**src/rtl/controle_busca_pkg.sv**
```systemverilog
// Shared constants and state encoding for the instruction-fetch sequencer.
package controle_busca_pkg;

    localparam int ADDR_W_DEF = 8;
    localparam int DATA_W_DEF = 8;

    // Program lengths of the ROM images in use
    localparam int PROG_LEN_ALGORITMO_BASE = 35;
    localparam int PROG_LEN_FIBONACCI      = 48;

    typedef enum logic [1:0] {
        ST_IDLE  = 2'd0,
        ST_FETCH = 2'd1,
        ST_DONE  = 2'd2
    } state_t;

endpackage

```
**src/rtl/controle_busca_if.sv**
```systemverilog
// Fetch-unit bus: ROM address/data, instruction register handshake, redirect and status.
interface controle_busca_if #(
    parameter int ADDR_W = 8,
    parameter int DATA_W = 8
);
    logic              start;
    logic [ADDR_W-1:0] position;
    logic [DATA_W-1:0] instruction;
    logic [DATA_W-1:0] ir;
    logic [ADDR_W-1:0] ir_pc;
    logic              ir_valid;
    logic              ir_ready;
    logic              branch_valid;
    logic [ADDR_W-1:0] branch_target;
    logic              busy;
    logic              done;
    logic              err;

    modport master (
        input  start, instruction, ir_ready, branch_valid, branch_target,
        output position, ir, ir_pc, ir_valid, busy, done, err
    );

    modport slave (
        output start, instruction, ir_ready, branch_valid, branch_target,
        input  position, ir, ir_pc, ir_valid, busy, done, err
    );
endinterface

```
**src/rtl/controle_busca.sv**
```systemverilog
// Instruction-fetch sequencer: owns the pc, addresses a combinational ROM and
// presents each fetched word in a valid/ready instruction register.
module controle_busca
    import controle_busca_pkg::*;
#(
    parameter int ADDR_W   = ADDR_W_DEF,
    parameter int DATA_W   = DATA_W_DEF,
    parameter int PROG_LEN = PROG_LEN_ALGORITMO_BASE,
    parameter int RESET_PC = 0
) (
    input  logic             clk,
    input  logic             rst_n,
    controle_busca_if.master bus
);

    // One extra pc bit so a full 2**ADDR_W program ends without wrapping to 0
    localparam int              PC_W   = ADDR_W + 1;
    localparam logic [PC_W-1:0] END_PC = PC_W'(PROG_LEN);
    localparam logic [PC_W-1:0] PC_RST = PC_W'(RESET_PC);

    state_t            state_q, state_d;
    logic [PC_W-1:0]   pc_q, pc_d;
    logic [DATA_W-1:0] ir_q, ir_d;
    logic [ADDR_W-1:0] ir_pc_q, ir_pc_d;
    logic              ir_valid_q, ir_valid_d;
    logic              err_q, err_d;

    logic in_fetch, fetching, xfer, load, restart, bad_target;

    assign in_fetch   = (state_q == ST_FETCH);
    assign fetching   = (pc_q < END_PC);
    assign xfer       = ir_valid_q & bus.ir_ready;
    assign load       = in_fetch & fetching & (!ir_valid_q | bus.ir_ready);
    assign restart    = bus.start & !in_fetch;
    assign bad_target = ({1'b0, bus.branch_target} >= END_PC);

    // State register
    always_ff @(posedge clk or negedge rst_n) begin
        if (!rst_n) state_q <= ST_IDLE;
        else        state_q <= state_d;
    end

    // Next-state logic
    always_comb begin
        state_d = state_q;
        unique case (state_q)
            ST_IDLE, ST_DONE: if (bus.start) state_d = ST_FETCH;
            ST_FETCH: begin
                if (bus.branch_valid) begin
                    if (bad_target) state_d = ST_DONE;
                end else if (xfer && !fetching) begin
                    state_d = ST_DONE;
                end
            end
            default: state_d = ST_IDLE;
        endcase
    end

    // State-decoded outputs
    always_comb begin
        bus.busy = in_fetch;
        bus.done = (state_q == ST_DONE);
    end

    // Datapath: a redirect beats both load and stall
    always_comb begin
        pc_d       = pc_q;
        ir_d       = ir_q;
        ir_pc_d    = ir_pc_q;
        ir_valid_d = ir_valid_q;
        err_d      = err_q;
        if (restart) begin
            pc_d       = PC_RST;
            ir_valid_d = 1'b0;
            err_d      = 1'b0;
        end else if (in_fetch) begin
            if (bus.branch_valid) begin
                ir_valid_d = 1'b0;
                if (bad_target) err_d = 1'b1;
                else            pc_d  = {1'b0, bus.branch_target};
            end else if (load) begin
                ir_d       = bus.instruction;
                ir_pc_d    = pc_q[ADDR_W-1:0];
                ir_valid_d = 1'b1;
                pc_d       = pc_q + PC_W'(1);
            end else if (xfer) begin
                ir_valid_d = 1'b0;
            end
        end
    end

    always_ff @(posedge clk or negedge rst_n) begin
        if (!rst_n) begin
            pc_q       <= PC_RST;
            ir_q       <= '0;
            ir_pc_q    <= '0;
            ir_valid_q <= 1'b0;
            err_q      <= 1'b0;
        end else begin
            pc_q       <= pc_d;
            ir_q       <= ir_d;
            ir_pc_q    <= ir_pc_d;
            ir_valid_q <= ir_valid_d;
            err_q      <= err_d;
        end
    end

    assign bus.position = pc_q[ADDR_W-1:0];
    assign bus.ir       = ir_q;
    assign bus.ir_pc    = ir_pc_q;
    assign bus.ir_valid = ir_valid_q;
    assign bus.err      = err_q;

endmodule
```
**src/flat_wrapper.sv**
```systemverilog
// flat-port wrapper written by rule: the top's interface ports become plain ports
module controle_busca_flat import controle_busca_pkg::*;
#(
    parameter int ADDR_W   = ADDR_W_DEF,
    parameter int DATA_W   = DATA_W_DEF,
    parameter int PROG_LEN = PROG_LEN_ALGORITMO_BASE,
    parameter int RESET_PC = 0
)
  (clk, rst_n, bus_start, bus_instruction, bus_ir_ready, bus_branch_valid, bus_branch_target, bus_position, bus_ir, bus_ir_pc, bus_ir_valid, bus_busy, bus_done, bus_err);
  controle_busca_if #(.ADDR_W(ADDR_W), .DATA_W(DATA_W)) bus_i ();
  input  logic clk;
  input  logic rst_n;
  input wire logic [$bits(bus_i.start)-1:0] bus_start;
  input wire logic [$bits(bus_i.instruction)-1:0] bus_instruction;
  input wire logic [$bits(bus_i.ir_ready)-1:0] bus_ir_ready;
  input wire logic [$bits(bus_i.branch_valid)-1:0] bus_branch_valid;
  input wire logic [$bits(bus_i.branch_target)-1:0] bus_branch_target;
  output wire logic [$bits(bus_i.position)-1:0] bus_position;
  output wire logic [$bits(bus_i.ir)-1:0] bus_ir;
  output wire logic [$bits(bus_i.ir_pc)-1:0] bus_ir_pc;
  output wire logic [$bits(bus_i.ir_valid)-1:0] bus_ir_valid;
  output wire logic [$bits(bus_i.busy)-1:0] bus_busy;
  output wire logic [$bits(bus_i.done)-1:0] bus_done;
  output wire logic [$bits(bus_i.err)-1:0] bus_err;
  assign bus_i.start = bus_start;
  assign bus_i.instruction = bus_instruction;
  assign bus_i.ir_ready = bus_ir_ready;
  assign bus_i.branch_valid = bus_branch_valid;
  assign bus_i.branch_target = bus_branch_target;
  assign bus_position = bus_i.position;
  assign bus_ir = bus_i.ir;
  assign bus_ir_pc = bus_i.ir_pc;
  assign bus_ir_valid = bus_i.ir_valid;
  assign bus_busy = bus_i.busy;
  assign bus_done = bus_i.done;
  assign bus_err = bus_i.err;
  controle_busca #(.ADDR_W(ADDR_W), .DATA_W(DATA_W), .PROG_LEN(PROG_LEN), .RESET_PC(RESET_PC)) u_core (.clk(clk), .rst_n(rst_n), .bus(bus_i));
endmodule
```
**config.mk**
```make
export PLATFORM = sky130hd
export DESIGN_NAME = controle_busca_flat
export DESIGN_NICKNAME = d
export VERILOG_FILES = /design/src/rtl/controle_busca_pkg.sv /design/src/rtl/controle_busca_if.sv /design/src/rtl/controle_busca.sv /design/src/flat_wrapper.sv
export SDC_FILE = /design/constraint.sdc
export NUM_CORES = 1
export LEC_CHECK = 0
export ABC_CLOCK_PERIOD_IN_PS = 5000
export CORE_ASPECT_RATIO = 1.4
export CORE_MARGIN = 2
export CORE_UTILIZATION = 48
export DETAILED_ROUTE_END_ITERATION = 10
export GPL_ROUTABILITY_DRIVEN = 0
export PLACE_DENSITY = 0.84
export SYNTH_ARGS = -nofsm -noshare
export SYNTH_HDL_FRONTEND = slang
export SYNTH_SLANG_ARGS = --single-unit
```
**constraint.sdc**
```tcl
create_clock -name clk -period 5 [get_ports clk]
set_input_delay 1 -clock clk [delete_from_list [all_inputs] [get_ports clk]]
set_output_delay 1 -clock clk [all_outputs]
set_load 0.03 [all_outputs]
```
**After elaboration in Yosys (flattened, before gate mapping)**

Index checks and enable logic that the tools add are counted.

- Logic and storage cells: 57
- Output and inout port bits: 28
- Input bits: 21
- Bits in registers: 29

- Eq/ne operators: 6
- $lt $le $gt $ge: 2
- Reductions and logical operators: 16
- Bitwise gates (word level): 7
- Multiplexer cells: 19
- Add/sub/neg operators: 1

Operators with widths:

| kind | number |
|---|---|
| 2-to-1 mux 9 bit | 5 |
| adder 9 x 1 -> 9 bit, second input constant | 1 |
| < comparator 9 x 6 -> 1 bit, second input constant | 1 |
| 2-to-1 mux 1 bit | 9 |
| AND reduction 3 bit | 3 |
| >= comparator 8 x 6 -> 1 bit, second input constant | 1 |
| 2-to-1 mux 2 bit | 4 |
| inequality test 3 bit, second input constant | 2 |
| nonzero test 2 bit | 3 |
| AND 1 bit | 4 |
| case mux 2 bit (2 select lines) | 1 |
| AND reduction 4 bit | 1 |
| nonzero test 4 bit | 1 |
| logical NOT 1 bit | 3 |
| inequality test 3 x 2 -> 1 bit, second input constant | 1 |
| nonzero test 3 bit | 1 |
| equality test 2 x 1 -> 1 bit, second input constant | 1 |
| equality test 2 bit, second input constant | 1 |
| logical NOT 2 bit | 1 |
| inequality test 2 bit, second input constant | 1 |
| NOT 1 bit | 2 |
| AND reduction 2 bit | 1 |
| OR reduction 2 bit | 1 |
| logical AND 1 bit | 1 |
| OR 1 bit | 1 |

**Depth between registers and ports, before layout**

Gate-level depths: netlist (run 1).

- Word-level depth: 7
- Depth in mapped cells: 5
- Depth with buffers taken out: 5

**Worst setup path after synthesis (run 1)**

No wires, ideal clock.

- Kind: input to register
- Start: input bus_branch_target[7]
- End: register u_core.pc_q[0]
- Path slack: 2.822 ns
- Data required time: 4.922 ns
- Arrival: 2.100 ns
- Stages on the path: 4
- Library setup time: 0.078 ns
- Buffers on the path: 0
- Cells stage by stage: or4_4 > o32ai_4 > a21oi_1 > o2bb2ai_1

- Word-level cells in the longest chain between the ends: 3

Ends and longest elaborated chain:

| item | RTL line | RTL |
|---|---|---|
| start, declared | flat_wrapper.sv:17 | `input wire logic [$bits(bus_i.branch_target)-1:0] bus_branch_target;` |
| >= comparator 8 x 6 -> 1 bit | controle_busca.sv:35 | `assign bad_target = ({1'b0, bus.branch_target} >= END_PC);` |
| inequality test 3 x 2 -> 1 bit (no line) | - |  |
| AND reduction 3 bit (no line) | - |  |
| end signal, assigned | controle_busca.sv:100 | `pc_q <= pc_d;` |
| end, declared | controle_busca.sv:22 | `logic [PC_W-1:0] pc_q, pc_d;` |

Every way passes these cells.
A chain may end at the register's enable or synchronous reset.

**Final worst setup path (run 1)**

- Start: input bus_branch_valid
- End: register u_core.pc_q[1]

- Word-level cells in the longest chain between the ends: 3
- Elaborated cells on any way between the ends: 6
- Those cells by class: 1 x eq/ne; 3 x mux; 2 x reduce/logical

Ends and longest elaborated chain:

| item | RTL line | RTL |
|---|---|---|
| start, declared | flat_wrapper.sv:16 | `input wire logic [$bits(bus_i.branch_valid)-1:0] bus_branch_valid;` |
| 2-to-1 mux 9 bit | controle_busca.sv:77 | `if (bus.branch_valid) begin` |
| 2-to-1 mux 9 bit | controle_busca.sv:76 | `end else if (in_fetch) begin` |
| 2-to-1 mux 9 bit | controle_busca.sv:72 | `if (restart) begin` |

Parallel ways exist; a longest one is shown, timed or not. The select of a mux whose other input is x is not followed.

==> impl_metrics.csv, run 1 <==
group,metric,value,unit
die,initial_core_util,49.8,%
die,die_w,50.0,um
sta,hold_violations,0,
hold_path,min_from,"u_core.bus.ir[1]",
grt,grt_overflow,0,
clock_tree,post-cts-setup-buffer-count,0,
die,die_area,0.00342,mm^2
clock_tree,cts_buffer_depth,2,
critical_path,cp.required,5200,ps
sta,tightest_slew,734,ps
die,core,0.00285,mm^2
final_layout,fin_util,68.5,%
routing,first_iter_violations,25,
yosys,synth_fp_nets,138,
final_layout,drive_above_1_share,8.02,%
outcome,status,"complete, no violations",
clock_tree,hold_buffers,0,
clock_tree,post_cts_resized,0,
yosys,yosys_warnings,0,
routing,via_count,1078,
critical_path,critPathLaunchType,"input pin",
sta,relSlewSlack,51.1,%
yosys,synth.top_cell.area_share,51.1,%
yosys,avgSynthCellArea,12.2,um^2
hold_path,hold_end,"u_core.bus.ir[1]",
clock_tree,cts_tree,"built",
final_layout,fill_cells,205,
placed_design,place_hpwl,2.45,mm
critical_path,reg2reg_depth,4,
critical_path,critical_path_class,"input pin to register",
critical_path,rrSetupSlack,2760,ps
yosys,yosysSeqAreaShare,51.1,%
grt,grt_max_degree,30,
grt,antenna_found_initial,0,
routing,routed_wl,3.23,mm
sta,period_needed,3000,ps
routing,first_pass_iters,4,
routing,wl_per_cell,16.2,um
power_and_ir_drop,cellLeakagePower,0.825,nW
final_layout,antenna_cells,0,
routing,drc,0,
final_layout,area_growth,37.4,%
clock_tree,clk_pin_slew,60,ps
die,ios,49,
grt,grt_pass1_wl,5.23,mm
power_and_ir_drop,pwr_density_cell,558,mW/mm^2
routing,ant_nets,0,
final_layout,fin_area,0.00195,mm^2
final_layout,final_cell_mix,"clkdlybuf4s50_1, dfrtp_1, mux2_1",
critical_path,end_kind,"register",
hold_path,min_path_type,"register to register",
die,die_height,68.4,um
sta,skew,5.44,ps
grt,grt.total_usage,21.2,%
sta,post-route-period-util,60.0,%
sta,max_freq,333,MHz
critical_path,worstPathArrival,3200,ps
placed_design,placed_area,0.00187,mm^2
yosys,synth_area_leaders,"dfrtp_1, mux2_1, o2bb2ai_1",
yosys,synth.largest_area_cell,"dfrtp_1",
grt,grt_pass1_vias,1105,
routing,via_per_inst,5.42,
sta,finalSetupViolCount,0,
final_layout,mostFrequentLayoutCell,"clkdlybuf4s50_1",
sta,rsz0062_at_grt,"no",
clock_tree,clock-sinks,29,
power_and_ir_drop,ir_drop,0.396,mV
power_and_ir_drop,power,1.09,mW
clock_tree,clk_latency,280,ps
clock_tree,cts-buffers-inserted,5,
critical_path,reg2reg_to,"u_core.pc_q[1]",
yosys,syn-instance-count,116,
critical_path,r2r-start,"u_core.pc_q[1]",
clock_tree,clock-root-buffer,"clkbuf_8",
critical_path,cp_max_fo,18,
clock_tree,htree_levels,2,
sta,finalMaxSlewViolations,0,
hold_path,hold_path_depth,1,
yosys,yosysUniqueCellTypes,35,
yosys,syn_area,0.00142,mm^2
die,rows,23,
yosys,synth-seq-cells,29,
job,maxCapViolations,0,
final_layout,layout.nets,183,
placed_design,io_buffers,48,
sta,finalSetupTns,0,ps
==> metrics by stage <==
stage | hold WS, ps | instances | setup slack (ps)
floorplan | 461 | 116 | 2820
global placement | 469 | 191 | 1810
detailed placement | 477 | 191 | 1700
global route | 498 | 199 | 1850
CTS | 488 | 199 | 1990
finish | 482 | 199 | 2000
==> kinds of logic after synthesis <==
family / synth area share, %
AO/OA/AOI/OAI: 15.7
XOR/XNOR: 1.85
adder cells (fa/ha/maj): 0.881
buffers and inverters: 7.14
flip-flops: 51.1
multiplexers: 12.5
AND/OR/NAND/NOR: 10.8
==> where the power goes <==
group / switching (mW) / internal (mW)
clock network: 0.0847 / 0.0961
logic: 0.289 / 0.229
registers: 0.0747 / 0.315
total: 0.448 / 0.640
==> synth_stat cells (all sizes together) <==
cell type	n
and3	3
o21a	1
o32ai	1
a32oi	1
nand3	3
or4	1
and2	1
o31ai	2
nor2b	4
a211o	1
dfrtp	29
inv	4
clkbuf	1
a21oi	4
o21ai	3
nor3b	1
a2111oi	1
mux2i	2
nor3	2
or2	1
a2bb2oi	1
nor2	2
o2bb2ai	8
ha	1
a32o	1
xnor2	3
nor4	1
nand2b	4
buf	10
o2111a	1
mux2	14
nand2	4
==> cell type report <==
type                            instances  area [um^2]  share of cell area [%]
Multi-Input combinational cell         72          593                    30.4
Timing Repair Buffer                   49          488                    25.0
Inverter                                4         15.0                   0.770
Sequential cell                        29          726                    37.2
Clock inverter                          2         10.0                   0.513
Tap cell                               37         46.3                    2.37
Clock buffer                            6         72.6                    3.72
==> flip-flops by register name, summed over array words and instances (netlist names) <==
register and count:
u_core.bus.err 1, u_core.state_q 2, u_core.bus.ir 8, u_core.bus.ir_valid 1, u_core.pc_q 9, u_core.bus.ir_pc 8
==> worst max path at each step <==
stage                         startpoint          endpoint  slack, ps
CTS                     bus_branch_valid    u_core.pc_q[4]       1990
floorplan           bus_branch_target[7]    u_core.pc_q[0]       2820
finish                  bus_branch_valid    u_core.pc_q[1]       2000
global route            bus_branch_valid    u_core.pc_q[4]       1850
detailed placement      bus_branch_valid    u_core.pc_q[4]       1700
global placement        bus_branch_valid  u_core.bus.ir[0]       1810
==> critical path: stages <==
cell	delay [ps]
clkdlybuf4s50_1	670
nor3b_1	340
o2111a_1	710
a21oi_1	240
o2bb2ai_1	230
==> layer usage <==
metal	track usage, %	share of wire (%)	vias to the layer above
met5	0	0	-
met4	10.8	1.2	0
met3	7.21	7.0	5
met2	36.0	53	47
met1	23.7	39	520
li1	-	-	506
(Power assumes the default switching activity.)
==> inputs of run 2 (changes only) <==
--- a/config.mk
+++ b/config.mk
@@ -5,13 +5,13 @@
 export SDC_FILE = /design/constraint.sdc
 export NUM_CORES = 1
 export LEC_CHECK = 0
-export ABC_CLOCK_PERIOD_IN_PS = 5000
+export ABC_CLOCK_PERIOD_IN_PS = 2800
 export CORE_ASPECT_RATIO = 1.4
 export CORE_MARGIN = 2
-export CORE_UTILIZATION = 48
+export CORE_UTILIZATION = 44
 export DETAILED_ROUTE_END_ITERATION = 10
 export GPL_ROUTABILITY_DRIVEN = 0
-export PLACE_DENSITY = 0.84
+export PLACE_DENSITY = 0.78
 export SYNTH_ARGS = -nofsm -noshare
 export SYNTH_HDL_FRONTEND = slang
 export SYNTH_SLANG_ARGS = --single-unit
==> constraint.sdc (replaced) <==
create_clock -name clk -period 2.8 [get_ports clk]
set_input_delay 0.56 -clock clk [delete_from_list [all_inputs] [get_ports clk]]
set_output_delay 0.56 -clock clk [all_outputs]
set_load 0.03 [all_outputs]
==> impl_metrics.csv, run 2 (synthesized netlist as in run 1, its figures left out) <==
group,metric,value,unit
grt,grt_max_degree,30,
routing,via_count,1070,
critical_path,cpLargestDelayFamily,"buffers and inverters",
power_and_ir_drop,pwr_density_cell,986,mW/mm^2
critical_path,cp_max_fo,6,
sta,finalSetupViolCount,0,
sta,tightest_slew,484,ps
die,core,0.00309,mm^2
critical_path,worst-path-buf-inv,2,
die,rows,24,
grt,grt.total_usage,20.1,%
sta,period_needed,2350,ps
routing,wl_per_cell,15.5,um
clock_tree,cts_buffer_depth,2,
placed_design,io_buffers,48,
clock_tree,hold_buffers,0,
final_layout,fin_util,63.8,%
grt,grt_pass1_wl,5.40,mm
final_layout,layout.nets,185,
routing,via_per_inst,5.30,
final_layout,fill_cells,258,
power_and_ir_drop,cellLeakagePower,0.835,nW
final_layout,largest_reg_flops,9,
routing,routed_wl,3.12,mm
clock_tree,post-cts-setup-buffer-count,0,
critical_path,critPathLaunchType,"register",
clock_tree,post_cts_resized,0,
placed_design,place_hpwl,2.46,mm
sta,holdWs,482,ps
die,die_height,71.2,um
final_layout,antenna_cells,0,
job,maxCapViolations,0,
critical_path,crit_chain,"nand2b_1 > inv_1 > clkdlybuf4s50_1",
die,die_w,52.0,um
clock_tree,clock-root-buffer,"clkbuf_8",
power_and_ir_drop,ir_drop,0.792,mV
final_layout,area_growth,38.9,%
routing,first_pass_iters,4,
clock_tree,clk_latency,270,ps
critical_path,cp.required,2240,ps
routing,first_iter_violations,16,
sta,finalMaxSlewViolations,0,
critical_path,end_kind,"primary output",
hold_path,min_path_type,"register to register",
final_layout,regMostFlops,"u_core.pc_q",
final_layout,drive_above_1_share,8.59,%
clock_tree,cts-buffers-inserted,5,
clock_tree,clk_pin_slew,60,ps
sta,max_freq,425,MHz
sta,hold_violations,0,
critical_path,critical_path_class,"register to primary output",
clock_tree,cts_tree,"built",
sta,skew,3.33,ps
die,initial_core_util,45.9,%
clock_tree,clock-sinks,29,
sta,finalSetupTns,0,ps
grt,grt_overflow,0,
grt,grt_pass1_vias,1172,
die,die_area,0.00370,mm^2
routing,drc,0,
final_layout,mostFrequentLayoutCell,"clkdlybuf4s50_1",
clock_tree,htree_levels,2,
sta,relSlewSlack,67.5,%
critical_path,critPathSlowestCell,"clkdlybuf4s50_1",
critical_path,worstPathArrival,1790,ps
final_layout,final_cell_mix,"clkdlybuf4s50_1, dfrtp_1, mux2_1",
sta,post-route-period-util,84.1,%
grt,antenna_found_initial,0,
routing,ant_nets,0,
sta,rsz0062_at_grt,"no",
critical_path,critPathMaxStageDelay,700,ps
die,ios,49,
outcome,status,"complete, no violations",
==> run 2: changes by cell type in the layout (fill, tap and decap cells not counted), sizes merged <==
| cell | change |
|---|---|
| clkinv | -2 |
| buf | +2 |
| clkbuf | +1 |
==> run 2: layout make-up <==
cell class / count / area, um^2 / area share, %
Tap cell: 39 / 48.8 / 2.47
Inverter: 4 / 15.0 / 0.761
Clock buffer: 7 / 86.3 / 4.38
Sequential cell: 29 / 726 / 36.8
Multi-Input combinational cell: 72 / 593 / 30.1
Timing Repair Buffer: 51 / 503 / 25.5
==> run 2: per-stage QoR <==
| stage | setup slack [ps] | instance area, um^2 | std cells | power (mW) |
|---|---|---|---|---|
| floorplan | 1060 | 1420 | 116 | 1.26 |
| global placement | 456 | 1890 | 195 | 1.60 |
| detailed placement | 391 | 1890 | 195 | 1.63 |
| CTS | 441 | 1970 | 202 | 1.97 |
| global route | 353 | 1970 | 202 | 2.06 |
| finish | 445 | 1970 | 202 | 1.94 |
==> run 2: worst paths after layout <==
| kind | from | end | slack, ps | cells after the start |
|---|---|---|---|---|
| max in group asynchronous | rst_n | u_core.bus.ir_pc[0] | 1850 | 2 |
| worst min-delay path | u_core.bus.ir[7] | u_core.bus.ir[7] | 480 | 1 |
| worst max-delay path | u_core.state_q[1] | bus_busy | 450 | 3 |
| worst min register to register | u_core.bus.ir[7] | u_core.bus.ir[7] | 480 | 1 |
| worst max register to register | u_core.pc_q[1] | u_core.bus.ir_pc[1] | 680 | 4 |
| min in group asynchronous | rst_n | u_core.pc_q[8] | 680 | 2 |
==> run 2: per-layer routing <==
metal	wire length, um	global-route usage, %	up-vias
met3	185	7.08	8
met5	0	0	-
met4	94	10.8	0
met1	1160	21.0	520
li1	-	-	509
met2	1680	34.3	33
==> run 2: worst reg2reg max path: cells and delay by family, from the launching register on <==
kind / cells / cell delay, ps
DFF: 1 / 460
buffers and inverters: 1 / 270
AOI/OAI and AO/OA: 2 / 930
muxes: 1 / 340
==> run 2: power breakdown <==
part | total, mW | switching, mW | internal, mW
clock | 0.334 | 0.139 | 0.194
sequential | 0.686 | 0.124 | 0.562
combinational | 0.925 | 0.511 | 0.413
total | 1.94 | 0.774 | 1.17
